### src/rtl/lsu_ctrl_if.sv
`default_nettype none
// ============================================================================
// lsu_ctrl_if : request/response and data-memory bundle for lsu_ctrl
// Rev 1.0
// ============================================================================
interface lsu_ctrl_if;
    logic        req_valid;
    logic        req_ready;
    logic        req_we;
    logic [31:0] req_addr;
    logic [31:0] req_wdata;
    logic [1:0]  req_size;
    logic        req_unsigned;
    logic        resp_valid;
    logic [31:0] resp_rdata;
    logic        resp_fault;
    logic [31:0] mem_address;
    logic [31:0] mem_data_in;
    logic        mem_w_enable;
    logic [1:0]  mem_access_size;
    logic        mem_RdUn;
    logic [31:0] mem_data_out;

    // master: execute stage plus data memory; slave: the controller
    modport master (
        output req_valid, req_we, req_addr, req_wdata, req_size, req_unsigned, mem_data_out,
        input  req_ready, resp_valid, resp_rdata, resp_fault,
        input  mem_address, mem_data_in, mem_w_enable, mem_access_size, mem_RdUn
    );
    modport slave (
        input  req_valid, req_we, req_addr, req_wdata, req_size, req_unsigned, mem_data_out,
        output req_ready, resp_valid, resp_rdata, resp_fault,
        output mem_address, mem_data_in, mem_w_enable, mem_access_size, mem_RdUn
    );
endinterface
`default_nettype wire

### src/rtl/lsu_ctrl.sv
`default_nettype none
// ============================================================================
// lsu_ctrl : range/alignment-checking load/store controller for byte memory
// Optional MISALIGN_SPLIT_EN turns misaligned accesses into byte sequences.
// Rev 1.0
// ============================================================================
module lsu_ctrl #(
    parameter logic [31:0] START_ADDRESS = 32'h0100_0000,
    parameter logic [31:0] MEM_SIZE      = 32'd1048576
) (
    input wire        clk,
    input wire        rst_n,
    lsu_ctrl_if.slave bus
);

    localparam logic [32:0] c_LAST_ADDR = {1'b0, START_ADDRESS} + {1'b0, MEM_SIZE} - 33'd1;

`ifdef MISALIGN_SPLIT_EN
    typedef enum logic [1:0] {S_IDLE = 2'd0, S_ACC = 2'd1, S_SPLIT = 2'd2, S_RESP = 2'd3} state_t;
`else
    typedef enum logic [1:0] {S_IDLE = 2'd0, S_ACC = 2'd1, S_RESP = 2'd3} state_t;
`endif

    state_t      state_q;
    logic        req_ready_q;
    logic        we_q;
    logic        resp_valid_q;
    logic        resp_fault_q;
    logic [31:0] resp_rdata_q;
    logic [31:0] mem_address_q;
    logic [31:0] mem_data_in_q;
    logic        mem_w_enable_q;
    logic [1:0]  mem_access_size_q;
    logic        mem_RdUn_q;

    logic [2:0]  w_nbytes;
    logic [32:0] w_end_addr;
    logic        w_range_flt;
    logic        w_misalign;
    logic        w_fault;

    // End address is formed in 33 bits so a request near 2^32 cannot wrap into range
    always_comb begin
        case (bus.req_size)
            2'b00:   w_nbytes = 3'd1;
            2'b01:   w_nbytes = 3'd2;
            default: w_nbytes = 3'd4;
        endcase
        w_end_addr  = {1'b0, bus.req_addr} + {30'd0, w_nbytes} - 33'd1;
        w_range_flt = ({1'b0, bus.req_addr} < {1'b0, START_ADDRESS}) || (w_end_addr > c_LAST_ADDR);
        w_misalign  = ((bus.req_size == 2'b01) && bus.req_addr[0]) ||
                      ((bus.req_size == 2'b10) && (bus.req_addr[1:0] != 2'b00));
`ifdef MISALIGN_SPLIT_EN
        w_fault     = w_range_flt || (bus.req_size == 2'b11);
`else
        w_fault     = w_range_flt || (bus.req_size == 2'b11) || w_misalign;
`endif
    end

`ifdef MISALIGN_SPLIT_EN
    logic [1:0]  idx_q;
    logic [1:0]  size_q;
    logic        uns_q;
    logic [31:0] wdata_q;
    logic        w_last;
    logic [31:0] w_merge;
    logic [31:0] w_ext;

    always_comb begin
        w_last  = (size_q == 2'b01) ? (idx_q == 2'd1) : (idx_q == 2'd3);
        w_merge = resp_rdata_q;
        w_merge[{idx_q, 3'b000} +: 8] = bus.mem_data_out[7:0];
        if (size_q == 2'b01) begin
            w_ext = uns_q ? {16'h0000, w_merge[15:0]} : {{16{w_merge[15]}}, w_merge[15:0]};
        end else begin
            w_ext = w_merge;
        end
    end
`endif

    always_ff @(posedge clk or negedge rst_n) begin
        if (!rst_n) begin
            state_q           <= S_IDLE;
            req_ready_q       <= 1'b1;
            we_q              <= 1'b0;
            resp_valid_q      <= 1'b0;
            resp_fault_q      <= 1'b0;
            resp_rdata_q      <= 32'd0;
            mem_address_q     <= 32'd0;
            mem_data_in_q     <= 32'd0;
            mem_w_enable_q    <= 1'b0;
            mem_access_size_q <= 2'b10;
            mem_RdUn_q        <= 1'b0;
`ifdef MISALIGN_SPLIT_EN
            idx_q             <= 2'd0;
            size_q            <= 2'b10;
            uns_q             <= 1'b0;
            wdata_q           <= 32'd0;
`endif
        end else begin
            // Memory port falls back to its idle values unless a state drives it
            resp_valid_q      <= 1'b0;
            mem_address_q     <= 32'd0;
            mem_data_in_q     <= 32'd0;
            mem_w_enable_q    <= 1'b0;
            mem_access_size_q <= 2'b10;
            mem_RdUn_q        <= 1'b0;
            case (state_q)
                S_IDLE: begin
                    if (bus.req_valid) begin
                        req_ready_q  <= 1'b0;
                        we_q         <= bus.req_we;
                        resp_rdata_q <= 32'd0;
                        resp_fault_q <= 1'b0;
`ifdef MISALIGN_SPLIT_EN
                        idx_q        <= 2'd0;
                        size_q       <= bus.req_size;
                        uns_q        <= bus.req_unsigned;
                        wdata_q      <= {8'h00, bus.req_wdata[31:8]};
`endif
                        if (w_fault) begin
                            state_q      <= S_RESP;
                            resp_valid_q <= 1'b1;
                            resp_fault_q <= 1'b1;
`ifdef MISALIGN_SPLIT_EN
                        end else if (w_misalign) begin
                            state_q           <= S_SPLIT;
                            mem_address_q     <= bus.req_addr;
                            mem_data_in_q     <= {24'h000000, bus.req_wdata[7:0]};
                            mem_w_enable_q    <= bus.req_we;
                            mem_access_size_q <= 2'b00;
                            mem_RdUn_q        <= 1'b1;
`endif
                        end else begin
                            state_q           <= S_ACC;
                            mem_address_q     <= bus.req_addr;
                            mem_data_in_q     <= bus.req_wdata;
                            mem_w_enable_q    <= bus.req_we;
                            mem_access_size_q <= bus.req_size;
                            mem_RdUn_q        <= bus.req_unsigned;
                        end
                    end
                end
                S_ACC: begin
                    if (!we_q) begin
                        resp_rdata_q <= bus.mem_data_out;
                    end
                    state_q      <= S_RESP;
                    resp_valid_q <= 1'b1;
                end
`ifdef MISALIGN_SPLIT_EN
                S_SPLIT: begin
                    if (!we_q) begin
                        resp_rdata_q <= w_last ? w_ext : w_merge;
                    end
                    if (w_last) begin
                        state_q      <= S_RESP;
                        resp_valid_q <= 1'b1;
                    end else begin
                        // Store bytes are shifted out of wdata_q, lowest first
                        idx_q             <= idx_q + 2'd1;
                        mem_address_q     <= mem_address_q + 32'd1;
                        mem_data_in_q     <= {24'h000000, wdata_q[7:0]};
                        wdata_q           <= {8'h00, wdata_q[31:8]};
                        mem_w_enable_q    <= we_q;
                        mem_access_size_q <= 2'b00;
                        mem_RdUn_q        <= 1'b1;
                    end
                end
`endif
                S_RESP: begin
                    state_q     <= S_IDLE;
                    req_ready_q <= 1'b1;
                end
                default: begin
                    state_q     <= S_IDLE;
                    req_ready_q <= 1'b1;
                end
            endcase
        end
    end

    assign bus.req_ready       = req_ready_q;
    assign bus.resp_valid      = resp_valid_q;
    assign bus.resp_rdata      = resp_rdata_q;
    assign bus.resp_fault      = resp_fault_q;
    assign bus.mem_address     = mem_address_q;
    assign bus.mem_data_in     = mem_data_in_q;
    assign bus.mem_w_enable    = mem_w_enable_q;
    assign bus.mem_access_size = mem_access_size_q;
    assign bus.mem_RdUn        = mem_RdUn_q;

endmodule
`default_nettype wire
### src/flat_wrapper.sv
// flat-port wrapper written by rule: the top's interface ports become plain ports
module lsu_ctrl_flat 
#(
    parameter logic [31:0] START_ADDRESS = 32'h0100_0000,
    parameter logic [31:0] MEM_SIZE      = 32'd1048576
)
  (clk, rst_n, bus_req_valid, bus_req_we, bus_req_addr, bus_req_wdata, bus_req_size, bus_req_unsigned, bus_mem_data_out, bus_req_ready, bus_resp_valid, bus_resp_rdata, bus_resp_fault, bus_mem_address, bus_mem_data_in, bus_mem_w_enable, bus_mem_access_size, bus_mem_RdUn);
  lsu_ctrl_if bus_i ();
  input wire clk;
  input wire rst_n;
  input wire logic [$bits(bus_i.req_valid)-1:0] bus_req_valid;
  input wire logic [$bits(bus_i.req_we)-1:0] bus_req_we;
  input wire logic [$bits(bus_i.req_addr)-1:0] bus_req_addr;
  input wire logic [$bits(bus_i.req_wdata)-1:0] bus_req_wdata;
  input wire logic [$bits(bus_i.req_size)-1:0] bus_req_size;
  input wire logic [$bits(bus_i.req_unsigned)-1:0] bus_req_unsigned;
  input wire logic [$bits(bus_i.mem_data_out)-1:0] bus_mem_data_out;
  output wire logic [$bits(bus_i.req_ready)-1:0] bus_req_ready;
  output wire logic [$bits(bus_i.resp_valid)-1:0] bus_resp_valid;
  output wire logic [$bits(bus_i.resp_rdata)-1:0] bus_resp_rdata;
  output wire logic [$bits(bus_i.resp_fault)-1:0] bus_resp_fault;
  output wire logic [$bits(bus_i.mem_address)-1:0] bus_mem_address;
  output wire logic [$bits(bus_i.mem_data_in)-1:0] bus_mem_data_in;
  output wire logic [$bits(bus_i.mem_w_enable)-1:0] bus_mem_w_enable;
  output wire logic [$bits(bus_i.mem_access_size)-1:0] bus_mem_access_size;
  output wire logic [$bits(bus_i.mem_RdUn)-1:0] bus_mem_RdUn;
  assign bus_i.req_valid = bus_req_valid;
  assign bus_i.req_we = bus_req_we;
  assign bus_i.req_addr = bus_req_addr;
  assign bus_i.req_wdata = bus_req_wdata;
  assign bus_i.req_size = bus_req_size;
  assign bus_i.req_unsigned = bus_req_unsigned;
  assign bus_i.mem_data_out = bus_mem_data_out;
  assign bus_req_ready = bus_i.req_ready;
  assign bus_resp_valid = bus_i.resp_valid;
  assign bus_resp_rdata = bus_i.resp_rdata;
  assign bus_resp_fault = bus_i.resp_fault;
  assign bus_mem_address = bus_i.mem_address;
  assign bus_mem_data_in = bus_i.mem_data_in;
  assign bus_mem_w_enable = bus_i.mem_w_enable;
  assign bus_mem_access_size = bus_i.mem_access_size;
  assign bus_mem_RdUn = bus_i.mem_RdUn;
  lsu_ctrl #(.START_ADDRESS(START_ADDRESS), .MEM_SIZE(MEM_SIZE)) u_core (.clk(clk), .rst_n(rst_n), .bus(bus_i));
endmodule
### config.mk
export PLATFORM = sky130hd
export DESIGN_NAME = lsu_ctrl_flat
export DESIGN_NICKNAME = d
export VERILOG_FILES = /design/src/rtl/lsu_ctrl_if.sv /design/src/rtl/lsu_ctrl.sv /design/src/flat_wrapper.sv
export SDC_FILE = /design/constraint.sdc
export NUM_CORES = 1
export LEC_CHECK = 0
export CORE_ASPECT_RATIO = 0.5
export CORE_UTILIZATION = 42
export CTS_CLUSTER_SIZE = 30
export DETAILED_ROUTE_END_ITERATION = 16
export PLACE_DENSITY = 0.78
export REMOVE_ABC_BUFFERS = 1
export SLEW_MARGIN = 20
export SYNTH_ARGS = -nofsm -noshare
export SYNTH_HDL_FRONTEND = slang
export SYNTH_SLANG_ARGS = --single-unit
### constraint.sdc
create_clock -name clk -period 1.8 [get_ports clk]
set_clock_uncertainty 0.1 [all_clocks]
set_input_delay 0.18 -clock clk [delete_from_list [all_inputs] [get_ports clk]]
set_output_delay 0.18 -clock clk [all_outputs]
set_load 0.005 [all_outputs]
### After elaboration in Yosys (flattened, before gate mapping)

Index checks and enable logic that the tools add are counted.
W data, S select, Z words.

| word-level totals | value |
|---|---|
| register bits after elaboration | 106 |
| input bits | 103 |
| output and inout port bits | 103 |
| logic and storage cells | 62 |

| cells by class | value |
|---|---|
| add/sub/neg operators | 2 |
| $lt $le $gt $ge | 2 |
| eq/ne operators | 6 |
| muxes and demuxes | 27 |
| bitwise gates (word level) | 1 |
| reductions and logical operators | 13 |

Operator list:

| operator | number |
|---|---|
| $mux W32 | 8 |
| $pmux W32 S2 | 1 |
| $add A32 B3 Y33 | 1 |
| $gt A33 B25 Y1 const B | 1 |
| $sub A33 B1 Y33 const B | 1 |
| $lt A32 B25 Y1 const B | 1 |
| $mux W2 | 5 |
| $mux W1 | 9 |
| $pmux W3 S2 | 1 |
| $eq A2 B1 Y1 const B | 2 |
| $eq A2 B2 Y1 const B | 2 |
| $logic_not A2 Y1 | 2 |
| $logic_or A1 B1 Y1 | 4 |
| $ne A2 B2 Y1 const B | 2 |
| $pmux W1 S2 | 2 |
| $pmux W2 S2 | 1 |
| $reduce_and A2 Y1 | 2 |
| $reduce_bool A2 Y1 | 2 |
| $reduce_and A3 Y1 | 1 |
| $logic_and A1 B1 Y1 | 2 |
| $not A1 Y1 | 1 |

### Depth between registers and ports, before layout

| logic depth | value |
|---|---|
| depth after elaboration | 11 |
| gate-level depth with buffers | 19 |
| depth with buffers taken out | 15 |

### Least setup slack after synthesis

OpenSTA, ideal clock, no wires.

| timing | value |
|---|---|
| path type | input -> register |
| start point | in bus_req_size[1] |
| end point | reg u_core.mem_data_in_q[10], in the netlist u_core.bus.mem_data_in[10] |
| library setup time | 96 ps |
| data arrival time | 3209 ps |
| data required time | 1604 ps |
| setup slack | -1605 ps |
| cell stages on the path | 18 |
| buffers on the path | 3 |
| cells stage by stage | inv_1 -> nand2_1 -> ha_1 -> inv_1 -> ha_1 -> inv_1 -> fa_1 -> nand2b_1 -> a21oi_1 -> o21ai_0 -> nand2_1 -> a221oi_1 -> mux2_2 -> or4_4 -> buf_6 -> buf_6 -> buf_6 -> nor4_2 |

| on the way | value |
|---|---|
| cells in the longest elaborated chain, start to end | 11 |
| elaborated cells on any way between the ends | 17 |
| classes of those cells | add/sub (2); order compare (1); eq/ne (3); mux (4); reduce/logical (7) |

Ends and longest elaborated chain:

| what | line | RTL |
|---|---|---|
| from (decl) | flat_wrapper.sv:15 | `input wire logic [$bits(bus_i.req_size)-1:0] bus_req_size;` |
| $eq A2 B1 Y1 / $logic_not A2 Y1 (equally long branches) | lsu_ctrl.sv:44, lsu_ctrl.sv:51 |  |
| $pmux W3 S2 | lsu_ctrl.sv:44 | `case (bus.req_size)` |
| $add A32 B3 Y33 | lsu_ctrl.sv:49 | `w_end_addr = {1'b0, bus.req_addr} + {30'd0, w_nbytes} - 33'd1;` |
| $sub A33 B1 Y33 | lsu_ctrl.sv:49 |  |
| $gt A33 B25 Y1 | lsu_ctrl.sv:50 | `w_range_flt = ({1'b0, bus.req_addr} < {1'b0, START_ADDRESS}) \|\| (w_end_addr > c_LAST_ADDR);` |
| $logic_or A1 B1 Y1 | lsu_ctrl.sv:50 |  |
| $logic_or A1 B1 Y1 | lsu_ctrl.sv:56 | `w_fault = w_range_flt \|\| (bus.req_size == 2'b11) \|\| w_misalign;` |
| $logic_or A1 B1 Y1 (*) | lsu_ctrl.sv:56 |  |
| $mux W32 (*) | lsu_ctrl.sv:121 | `if (w_fault) begin` |
| $mux W32 (*) | lsu_ctrl.sv:110 | `if (bus.req_valid) begin` |
| $mux W32 (*) | lsu_ctrl.sv:108 | `case (state_q)` |
| to (signal assigned) | lsu_ctrl.sv:137 | `mem_data_in_q <= bus.req_wdata;` |
| to (decl) | lsu_ctrl.sv:31 | `logic [31:0] mem_data_in_q;` |

Every way passes the cells marked *; elsewhere a longest branch is shown, timed or not.
A chain may end at the register's enable or synchronous reset.

### Worst setup path in the final report

| timing | value |
|---|---|
| start point | in bus_req_addr[16] |
| end point | reg u_core.mem_address_q[12], in the netlist u_core.bus.mem_address[12] |

| on the way | value |
|---|---|
| cells in the longest elaborated chain, start to end | 9 |
| elaborated cells on any way between the ends | 10 |
| classes of those cells | add/sub (2); order compare (2); mux (3); reduce/logical (3) |

Ends and longest elaborated chain:

| what | line | RTL |
|---|---|---|
| from (decl) | flat_wrapper.sv:13 | `input wire logic [$bits(bus_i.req_addr)-1:0] bus_req_addr;` |
| $add A32 B3 Y33 | lsu_ctrl.sv:49 |  |
| $sub A33 B1 Y33 | lsu_ctrl.sv:49 |  |
| $gt A33 B25 Y1 | lsu_ctrl.sv:50 |  |
| $logic_or A1 B1 Y1 (*) | lsu_ctrl.sv:50 |  |
| $logic_or A1 B1 Y1 (*) (2 in a row) | lsu_ctrl.sv:56 |  |
| $mux W32 (*) | lsu_ctrl.sv:121 |  |
| $mux W32 (*) | lsu_ctrl.sv:110 |  |
| $mux W32 (*) | lsu_ctrl.sv:108 |  |
| to (signal assigned) | lsu_ctrl.sv:136 | `mem_address_q <= bus.req_addr;` |
| to (decl) | lsu_ctrl.sv:30 | `logic [31:0] mem_address_q;` |

Marks and branches as above.

==> impl_metrics.ini <==
[finish]
finalNetCount = 1077
area_growth_pct = 88.84
drive_above_1_share_pct = 39.83
nFillCells = 651
stdcell_area_sq_mm = 0.01118
seqCellArea_sq_mm = 0.002655
antenna_cells = 0
multiInputGateArea_sq_mm = 0.003986

[clock_network]
cts.clk_slew.worst_paths_ns = 0.08
cts_tree = yes
clock_latency_ns = 0.36
numCtsBuffers = 9
ctsHtreeMaxLevel = 3
cts.path.max_buffers = 2
root_buffer = clkbuf_16
clkSinkCount = 106

[power]
switchingPower_mw = 3.685
seq_power_share_pct = 32.2
p_clk_share_pct = 21.2
intPower_mw = 5.985
swShare_pct = 38.11
leakage_nw = 4.974
power.density_mw_per_mm2 = 865.1
ir_drop_mv = 0.7248
combPwrFrac_pct = 46.6

[logic_synthesis]
synth_top_area_share_pct = 43.97
synth_cell_type_count = 66
synth-seq-cells = 106
synth-edff-count = 0
yosys-top-cells-area = dfrtp_1 (44%), ha_1 (8.2%), nor4_2 (5.9%)
synthesis.area_sq_mm = 0.005919
synth_top_flop_cell = dfrtp_1
ys.warnings.count = 0
synthTopCellsByCount = dfrtp_1 (104), inv_1 (81), nor4_1 (40), ha_1 (39), nand2_1 (34)
yosysMostFrequentCell = dfrtp_1
yosysTopAreaCell = dfrtp_1
async_flop_share_pct = 100.0
synth_cells = 578
yosysSeqAreaShare_pct = 44.85
synthesis.area_per_instance_sq_um = 10.24

[grt]
grt_max_degree = 44
grt-ovfl-total = 0
groute.usage.overall_pct = 31.95
grt_pass1_vias = 6761
grt_antenna_before_repair = 1
grt_pass1_wl_mm = 35.84

[floorplan]
initial_core_util_pct = 43.32
coreArea_sq_mm = 0.01366
die_w_um = 169.9
rows = 30
ios = 206
dieArea_sq_mm = 0.01460
die_h_um = 85.95

[timing]
rsz0062_at_grt = true
fin_crit_sh_pct = 210.5
setup_violations = 72
whs_ns = 0.08703
relSlewSlack_pct = 43.16
finalMaxSlewViolations = 0
post-route-min-period_ns = 3.789
clock.fmax_mhz = 263.9
worst_pin_slew_ns = 0.8408
hold_viol = 0
setup_ws_ns = -1.989

[outcome]
violations = setup timing
status = complete, but fails checks

[setup_path]
path_class = input pin to register
crit_path_max_fanout = 6
end_kind = register
crit_required_ns = 1.94
start_kind = input pin
critical_path_arrival_ns = 3.93
reg2regPathDepth = 4

[drt]
vias = 7305
ant_nets = 0
firstDrtPassIters = 6
wl_per_cell_um = 27.37
wirelength_mm = 30.96
drc = 0
drtIter0Drc = 834
vias_per_cell = 6.459

[placed_design]
io_buffer_count = 205
placed_area_sq_mm = 0.009057
dp_hpwl_mm = 13.52
gp_congestion = 0.8885

[run]
cap_viol_max_count = 0

[hold_path]
hold_class = input pin to register
holdPathStages = 4
[worst max-delay path: stages]
cell           delay, ns
dlygate4sd2_1       0.27
buf_4               0.15
ha_4                0.30
nand4_4             0.19
buf_4               0.23
nor4b_1             0.75
a221oi_2            0.17
mux2_4              0.36
or4_4               0.62
buf_8               0.19
buf_16              0.16
nor4_4              0.34
[final timing paths]
check                                          start                         end  slack (ns)
max                                 bus_req_addr[16]  u_core.bus.mem_address[12]       -1.99
min                                  bus_req_addr[2]   u_core.bus.mem_address[2]        0.09
max reg2reg                        u_core.state_q[0]  u_core.bus.mem_address[12]       -0.17
min reg2reg                u_core.bus.resp_rdata[30]   u_core.bus.resp_rdata[30]        0.41
max in group asynchronous                      rst_n   u_core.bus.mem_address[1]        0.71
min in group asynchronous                      rst_n   u_core.bus.resp_rdata[16]        0.21
[per-layer routing]
layer / up-vias / GRT usage (%) / share of wire, %
li1: 2819 / - / -
met1: 3466 / 38.01 / 36
met2: 730 / 56.93 / 44
met3: 288 / 6.091 / 12
met4: 2 / 13.84 / 7.6
met5: - / 0 / 0.055
[per-stage QoR]
stage	setup TNS [ns]	cells	utilization, %	worst slack [ns]	total power, mW
after floorplan	-179.56	542	-	-2.243	4.445
after global placement	-144.45	1069	66.29	-2.076	6.310
after detailed placement	-156.59	1069	66.29	-2.325	6.402
after CTS	-93.85	1116	77.16	-1.393	8.768
after global routing	-122.62	1131	81.81	-1.933	9.908
final	-126.37	1131	81.81	-1.989	9.670
[cell type report]
type                    count  area share, %
inverters                  81          2.877
well taps                 192          2.149
multi-input cells         356          35.66
repair buffers            380          33.00
clock inverters             6         0.5149
clock buffers              10          2.048
flip-flops and latches    106          23.75
[registers in the layout (all words and copies together) (netlist names)]
signal / cells
u_core.bus.mem_address: 32
u_core.bus.mem_data_in: 32
u_core.bus.resp_rdata: 32
u_core.bus.mem_access_size: 2
u_core.state_q: 2
u_core.bus.mem_RdUn: 1
u_core.bus.mem_w_enable: 1
u_core.bus.req_ready: 1
u_core.bus.resp_fault: 1
u_core.bus.resp_valid: 1
u_core.we_q: 1
[cell usage in the layout (no fill, tap or decap), types with 14 or more instances in the layout]
cell             synthesis  layout
a21oi_1                 29      20
nor2_1                  17      16
nor4_2                  28      36
buf_4                    1     145
ha_4                     0      25
clkbuf_16                0      14
inv_1                   81      58
dfrtp_1                104     104
dlygate4sd2_1            0      20
inv_2                    0      19
nand2_1                 34      32
clkdlybuf4s50_1          0     175
a22o_1                  32      32
nor4_4                   3      33
[power groups by stage]
stage	Clock (mW)	Sequential (mW)	Combinational (mW)
6_report	2.05	3.12	4.50
3_3_place_gp	0	3.08	3.23
4_1_cts	1.96	3.06	3.75
2_1_floorplan	0	3.10	1.34
3_5_place_dp	0	3.10	3.30
5_1_grt	2.12	3.15	4.64
[cell families after synthesis]
group / Yosys count / share of synthesized area [%]
xor gates and xnor gates: 5 / 0.7398
adders and majority gates: 40 / 8.582
DFF: 106 / 44.85
buffers and inverters: 117 / 8.582
muxes: 2 / 0.3593
and+or+nand+nor: 175 / 20.82
AOI/OAI and AO/OA: 133 / 16.06
[repair_timing]
item | 4_1_cts | 5_1_grt
hold endpoints to repair | 33 | 0
gates resized for setup | 205 | 74
pin swaps | 38 | 27
gates cloned | 6 | 8
buffers inserted | 27 | 8
endpoints found under the setup margin | 71 | 71
hold buffers | 1 | 0
(Power assumes the default switching activity.)
